`src/rtl/ppu_pkg.sv`:
```
// Shared PPU-side definitions used by the OAM DMA engine: the DMA state
// encoding, the $4014 trigger address and the OAMDATA register select.
package ppu_pkg;

    typedef enum logic [2:0] {
        ST_IDLE,
        ST_HALT,
        ST_ALIGN,
        ST_READ,
        ST_WRITE
    } oam_dma_state_e;

    localparam logic [15:0] OAM_DMA_ADDR    = 16'h4014;
    localparam logic [2:0]  PPU_OAMDATA_REG = 3'd4;

endpackage

```
`src/rtl/oam_dma.sv`:
```
// Sprite DMA engine: a write to $4014 halts the CPU and copies 256 bytes to OAMDATA.
// Define OAM_DMA_ALIGN_EN to add the get/put alignment cycle after the halt cycle.
module oam_dma
    import ppu_pkg::*;
(
    input  logic        clk,
    input  logic        rst_n,
    input  logic        cpu_ce_i,
    input  logic [15:0] cpu_addr_i,
    input  logic [7:0]  cpu_data_i,
    input  logic        cpu_we_i,
    output logic        cpu_rdy_o,
    output logic        dma_busy_o,
    output logic [15:0] dma_addr_o,
    input  logic [7:0]  dma_data_i,
    output logic [2:0]  ppu_addr_o,
    output logic [7:0]  ppu_data_o,
    output logic        ppu_rw_o,
    output logic        ppu_ce_o
);

`ifdef OAM_DMA_ALIGN_EN
    localparam bit ALIGN_EN = 1'b1;
`else
    localparam bit ALIGN_EN = 1'b0;
`endif

    oam_dma_state_e state_q, state_d;
    logic           parity_q, parity_d;
    logic [7:0]     idx_q, idx_d;
    logic [7:0]     page_q, page_d;
    logic [7:0]     data_q, data_d;

    always_comb begin
        state_d  = state_q;
        parity_d = parity_q ^ cpu_ce_i;
        idx_d    = idx_q;
        page_d   = page_q;
        data_d   = data_q;
        if (cpu_ce_i) begin
            case (state_q)
                ST_IDLE: begin
                    if (cpu_we_i && (cpu_addr_i == OAM_DMA_ADDR)) begin
                        page_d  = cpu_data_i;
                        state_d = ST_HALT;
                    end
                end
                // A halt cycle that was a put cycle would leave READ on the wrong phase.
                ST_HALT:  state_d = (ALIGN_EN && parity_q) ? ST_ALIGN : ST_READ;
                ST_ALIGN: state_d = ST_READ;
                ST_READ: begin
                    data_d  = dma_data_i;
                    state_d = ST_WRITE;
                end
                ST_WRITE: begin
                    idx_d   = idx_q + 8'd1;
                    state_d = (idx_q == 8'hFF) ? ST_IDLE : ST_READ;
                end
                default: state_d = ST_IDLE;
            endcase
        end
    end

    always_comb begin
        cpu_rdy_o  = (state_q == ST_IDLE);
        dma_busy_o = (state_q == ST_ALIGN) || (state_q == ST_READ) || (state_q == ST_WRITE);
        dma_addr_o = (state_q == ST_READ) ? {page_q, idx_q} : 16'h0000;
        ppu_addr_o = (state_q == ST_WRITE) ? PPU_OAMDATA_REG : 3'd0;
        ppu_data_o = (state_q == ST_WRITE) ? data_q : 8'h00;
        ppu_rw_o   = (state_q == ST_WRITE);
        ppu_ce_o   = (state_q == ST_WRITE) && cpu_ce_i;
    end

    always_ff @(posedge clk) begin
        if (!rst_n) begin
            state_q  <= ST_IDLE;
            parity_q <= 1'b0;
            idx_q    <= 8'h00;
            page_q   <= 8'h00;
            data_q   <= 8'h00;
        end else begin
            state_q  <= state_d;
            parity_q <= parity_d;
            idx_q    <= idx_d;
            page_q   <= page_d;
            data_q   <= data_d;
        end
    end

endmodule

```
`config.mk`:
```
export PLATFORM = sky130hd
export DESIGN_NAME = oam_dma
export DESIGN_NICKNAME = d
export VERILOG_FILES = /design/src/rtl/ppu_pkg.sv /design/src/rtl/oam_dma.sv
export SDC_FILE = /design/constraint.sdc
export NUM_CORES = 1
export LEC_CHECK = 0
export ABC_AREA = 1
export ABC_CLOCK_PERIOD_IN_PS = 1550
export CAP_MARGIN = 0
export CORE_ASPECT_RATIO = 2
export CORE_UTILIZATION = 41
export DETAILED_ROUTE_END_ITERATION = 8
export GPL_TIMING_DRIVEN = 0
export PLACE_DENSITY = 0.8
export SYNTH_ARGS = -nofsm -noshare
export SYNTH_HDL_FRONTEND = slang
export SYNTH_SLANG_ARGS = --single-unit
```
`constraint.sdc`:
```
create_clock -name clk -period 1.55 [get_ports clk]
set_input_delay 0.31 -clock clk [delete_from_list [all_inputs] [get_ports clk]]
set_output_delay 0.31 -clock clk [all_outputs]
set_load 0.02 [all_outputs]
```
==> impl_metrics.json, run 1 <==
{
  "fin_ws_ps": -190.1,
  "globalplace.congestion": 0.8013,
  "synth_flop_cell": "dfxtp_1",
  "grt_setup_unrepaired": "yes",
  "area_delta_synth_final_pct": 74.21,
  "io_buffers": 64,
  "mostFrequentLayoutCell": "nand2_1",
  "design_area_um2": 2467,
  "grt_pass1_vias": 1655,
  "period_needed_ps": 1740,
  "first_iter_violations": 30,
  "hold_ws_ps": 474.9,
  "worstPathMaxFanout": 8,
  "hpwl_um": 2829,
  "grtUsageTotal_pct": 24.13,
  "setup_viol": 31,
  "fin_skew_ps": 5.059,
  "dpl_cell_area_um2": 2100,
  "routed_via_density": 4.991,
  "antenna_found_initial": 0,
  "row_count": 29,
  "grt_pass1_wl_um": 6844,
  "drc": 8,
  "ir_drop_mv": 0.5537,
  "ys_async_sr_fraction_pct": 0,
  "cp-end-kind": "output pin",
  "cp_slowest_cell": "dfxtp_2",
  "fin_nets": 344,
  "synth-seq-area-share_pct": 38.16,
  "die_w_um": 43.56,
  "dr.pass1.iters": 7,
  "clock-sinks": 27,
  "fin_util_pct": 76.40,
  "path_class": "register to output pin",
  "yosys-top-cells-area": "dfxtp_1, nor2_1, nand2_1, inv_1, a21oi_1",
  "root_buffer": "clkbuf_8",
  "grt_max_degree": 15,
  "syn-instance-count": 223,
  "worstHoldStart": "data_q[1]",
  "fillers": 246,
  "arrival_ps": 1430,
  "coreArea_um2": 3229,
  "syn_area_um2": 1416,
  "period_share_pct": 112.3,
  "start_util_pct": 43.86,
  "cp-startpoint": "state_q[0]",
  "via_count": 1682,
  "cp_cell_sequence": "inv_2 > nor3_4 > inv_4 > buf_8 > nor2_4 > buf_6",
  "drt-total-wl_um": 4343,
  "setup-tns-final_ps": -3548,
  "numCtsBuffers": 3,
  "clk_pin_slew_ps": 100,
  "ys_seq_elements": 27,
  "diodes": 0,
  "drv_cap": 0,
  "htree_levels": 1,
  "synth_top_area_share_pct": 38.16,
  "failed_checks": "design-rule violations, negative setup slack",
  "clock_latency_ps": 280,
  "ios": 67,
  "drive_gt1_share_pct": 31.37,
  "postRouteAntennaNets": 0,
  "cp-start-kind": "register",
  "dieArea_um2": 3708,
  "synth_top_cell_by_area": "dfxtp_1",
  "layout_common_cells": "nand2_1, nor2_1, clkdlybuf4s50_1",
  "instances_no_fill": 337,
  "fmax_ghz": 0.5747,
  "yosysUniqueCellTypes": 23,
  "avgSynthCellArea_um2": 6.351,
  "synth_edf_count": 0,
  "dieHeight_um": 85.12,
  "status": "complete, but fails checks",
  "dpl.cell_count": 319,
  "p_leak_nw": 0.9998,
  "crit_required_ps": 1240,
  "cp_slowest_stage_delay_ps": 360,
  "r2r_start": "state_q[0]",
  "power_density_nw_per_um2": 560.4,
  "wl_per_cell_um": 12.89,
  "hp-class": "register to register",
  "clockBufferDepth": 2,
  "slew_violations": 0,
  "grt_overflow": 0,
  "cts_tree": "built",
  "hold_viol": 0,
  "yosys_warnings": 0
}
[state kept, by name, indices dropped and copies added (netlist names)]
name,flops
data_q,8
idx_q,8
page_q,8
state_q,3
[power breakdown]
part           switching (mW)  total, mW  internal, mW  leakage, nW
logic                   0.111      0.256         0.144        0.758
clock network           0.232      0.417         0.185       0.0228
registers             0.00953      0.710         0.700        0.220
[path summary, 6_finish.rpt]
check,to,slack [ps],cells after the start
min,data_q[1],470,2
max reg2reg,idx_q[0],-20,9
max,dma_addr_o[12],-190,6
min reg2reg,data_q[1],470,2
[per-layer routing]
| layer | vias to the layer above | global-route usage, % | wire [µm] | share of wire (%) |
|---|---|---|---|---|
| met5 | - | 0 | 0 | 0 |
| met4 | 0 | 13.35 | 147 | 3.4 |
| met3 | 15 | 4.468 | 162 | 3.7 |
| met2 | 57 | 46.68 | 2522 | 58 |
| met1 | 762 | 21.44 | 1510 | 35 |
| li1 | 848 | - | - | - |
[logic make-up (layout without fill, tap and decap cells)]
family | after synthesis | count (layout) | share of synthesized area [%]
simple gates | 112 | 112 | 32.95
buf+inv | 44 | 126 | 13.87
compound gates | 37 | 37 | 13.25
flops | 27 | 27 | 38.16
fa+ha+maj | 1 | 1 | 0.8833
other cells | 1 | 2 | 0.2648
xor+xnor | 1 | 1 | 0.6185
[per-stage QoR]
step	total power, mW	worst slack, ps
3_5_place_dp	0.9303	-664.7
6_report	1.383	-190.1
5_1_grt	1.434	-238.0
3_3_place_gp	0.9281	-638.9
2_1_floorplan	0.8086	37.42
4_1_cts	1.360	-166.1
[cell type report]
type | instances | area [µm²] | share of cell area [%]
clock buffer | 4 | 45.04 | 1.826
buffer | 9 | 88.84 | 3.600
timing repair buffer | 78 | 754.5 | 30.58
sequential | 27 | 549.3 | 22.26
multi-input combinational | 153 | 848.3 | 34.38
inverter | 35 | 142.6 | 5.781
tap | 31 | 38.79 | 1.572
[worst max-delay path: cells and delay by family (launching register included)]
kind / cells / cell delay, ps
buffers and inverters: 4 / 460
DFF: 1 / 360
and+or+nand+nor: 2 / 330
[cells in the mapped netlist (2+ instances only)]
master,instances
nand2_1,40
nand3_1,8
nor3_1,2
buf_4,3
nor2_1,55
o21ai_0,17
nor2_2,3
inv_1,35
dfxtp_1,27
a21oi_1,19
buf_2,2
[timing repair]
action / 4_1_cts / 5_1_grt
pin swaps: 5 / 2
buffers inserted: 7 / 5
gates resized for setup: 203 / 42
hold buffers: 0 / 0
cloned: 2 / 0
endpoints found under the setup margin: 37 / 43
No activity file was read; power rests on OpenSTA's default activity.
==> run 2: changes to the inputs <==
Settings changed: CORE_MARGIN from default to 1, CORE_UTILIZATION 41 to 42, DONT_BUFFER_PORTS from default to 1, PLACE_DENSITY 0.8 to default.
==> impl_metrics.json, run 2 (same netlist as run 1, synthesis figures left out) <==
{
  "setup_viol": 18,
  "use_met3_pct": 3.680,
  "r2r_start": "state_q[0]",
  "grtUsageMet1_pct": 18.83,
  "hpwl_um": 2364,
  "mostFrequentLayoutCell": "nand2_1",
  "period_needed_ps": 1651,
  "grt_overflow": 0,
  "fmax_ghz": 0.6058,
  "hold_ws_ps": 164.8,
  "met2_usage_pct": 37.05,
  "grtUsageTotal_pct": 19.33,
  "io_buffers": 0,
  "htree_levels": 1,
  "cp-end-kind": "output pin",
  "failed_checks": "negative setup slack",
  "layout_common_cells": "nand2_1, nor2_1, inv_1",
  "hp-class": "input pin to register",
  "hold_viol": 0,
  "fin_ws_ps": -100.8,
  "grt.busiest_layer": "met2",
  "period_share_pct": 106.5,
  "top_regs": "data_q x8, idx_q x8, page_q x8",
  "area_delta_synth_final_pct": 23.32,
  "fin_skew_ps": 3.772,
  "ir_drop_mv": 0.5462,
  "clk_pin_slew_ps": 90,
  "start_util_pct": 44.36,
  "numCtsBuffers": 3,
  "drv_cap": 0,
  "row_count": 29,
  "cp-start-kind": "register",
  "clock_latency_ps": 280,
  "relSlewSlack_pct": 53.25,
  "drc": 0,
  "die_w_um": 43.06,
  "crit_required_ps": 1240,
  "wl_per_cell_um": 12.33,
  "design_area_um2": 1747,
  "grt_max_degree": 15,
  "preCtsSetupSlack_ps": -273.4,
  "worstPathMaxFanout": 8,
  "worstHoldStart": "cpu_data_i[0]",
  "cp-startpoint": "state_q[2]",
  "globalplace.congestion": 0.7746,
  "routed_via_density": 4.962,
  "clock-sinks": 27,
  "drive_gt1_share_pct": 21.46,
  "root_buffer": "clkbuf_8",
  "p_leak_nw": 0.6353,
  "grt_pass1_wl_um": 5457,
  "first_iter_violations": 17,
  "drt-total-wl_um": 3255,
  "dr.pass1.iters": 4,
  "power_density_nw_per_um2": 709.0,
  "status": "complete, but fails checks",
  "arrival_ps": 1340,
  "ios": 67,
  "via_count": 1310,
  "slew_violations": 0,
  "dpl_cell_area_um2": 1459,
  "coreArea_um2": 3193,
  "grt_pass1_vias": 1265,
  "fin_nets": 271,
  "dieHeight_um": 84.13,
  "cts_tree": "built",
  "grt_setup_unrepaired": "yes",
  "diodes": 0,
  "postRouteAntennaNets": 0,
  "dieArea_um2": 3622,
  "antenna_found_initial": 0,
  "clockBufferDepth": 2,
  "worst_pin_slew_ps": 694.0,
  "path_class": "register to output pin"
}
-- run 2: cell count changes in the layout (fill, tap and decap cells not counted), moves of 3 or more --
| cell | previous run | this run |
|---|---|---|
| clkdlybuf4s50_1 | 34 | 0 |
| buf_4 | 26 | 7 |
| buf_6 | 22 | 3 |
| o21ai_0 | 9 | 17 |
| o21ai_1 | 5 | 0 |
| nor2_2 | 9 | 6 |
| o21ai_2 | 3 | 0 |
-- run 2: stage by stage --
| step | total power, mW | setup TNS, ps | utilization, % | cells |
|---|---|---|---|---|
| global route | 1.301 | -3686 | 54.70 | 264 |
| CTS | 1.252 | -2324 | 54.11 | 263 |
| global placement | 0.8246 | -2961 | 45.69 | 255 |
| detailed placement | 0.8253 | -2779 | 45.69 | 255 |
| finish | 1.238 | -1440 | 54.70 | 264 |
| floorplan | 0.8086 | 0 | - | 224 |
-- run 2: area by class of cell --
| type | instances | area [µm²] |
|---|---|---|
| clock buffers | 4 | 45.04 |
| flip-flops and latches | 27 | 546.8 |
| inverters | 35 | 137.6 |
| plain buffers | 9 | 98.84 |
| repair buffers | 5 | 45.04 |
| multi-input cells | 153 | 834.6 |
| fillers | 332 | 1446 |
| well taps | 31 | 38.79 |
-- run 2: report_power, final --
| group | switching [mW] | total [mW] | internal [mW] |
|---|---|---|---|
| combinational | 0.0823 | 0.125 | 0.0430 |
| clock | 0.221 | 0.406 | 0.185 |
| sequential | 0.00686 | 0.707 | 0.700 |
-- run 2: path summary, 6_finish.rpt --
path / to / slack (ps) / cells past startpoint
max reg2reg: page_q[6] / 50 / 7
min: page_q[0] / 160 / 2
min reg2reg: data_q[3] / 480 / 2
max: dma_addr_o[14] / -100 / 4
-- run 2: layer usage --
layer  routed length [µm]  vias up
met5                    0        -
met4                   58        0
met3                  177        5
met2                 1801       40
met1                 1217      569
li1                     -      696
-- run 2: what timing repair did --
| action | CTS | global route |
|---|---|---|
| setup buffers | 2 | 1 |
| hold buffers | 0 | 0 |
| gates cloned | 2 | 0 |
| pin swaps | 4 | 4 |
| gates resized for setup | 54 | 7 |
| setup endpoints to repair | 41 | 37 |
-- run 2: critical path: stages, from the launching register on --
cell	delay (ps)
dfxtp_4	390
nor3_4	240
inv_4	110
clkbuf_16	180
nor2_4	150
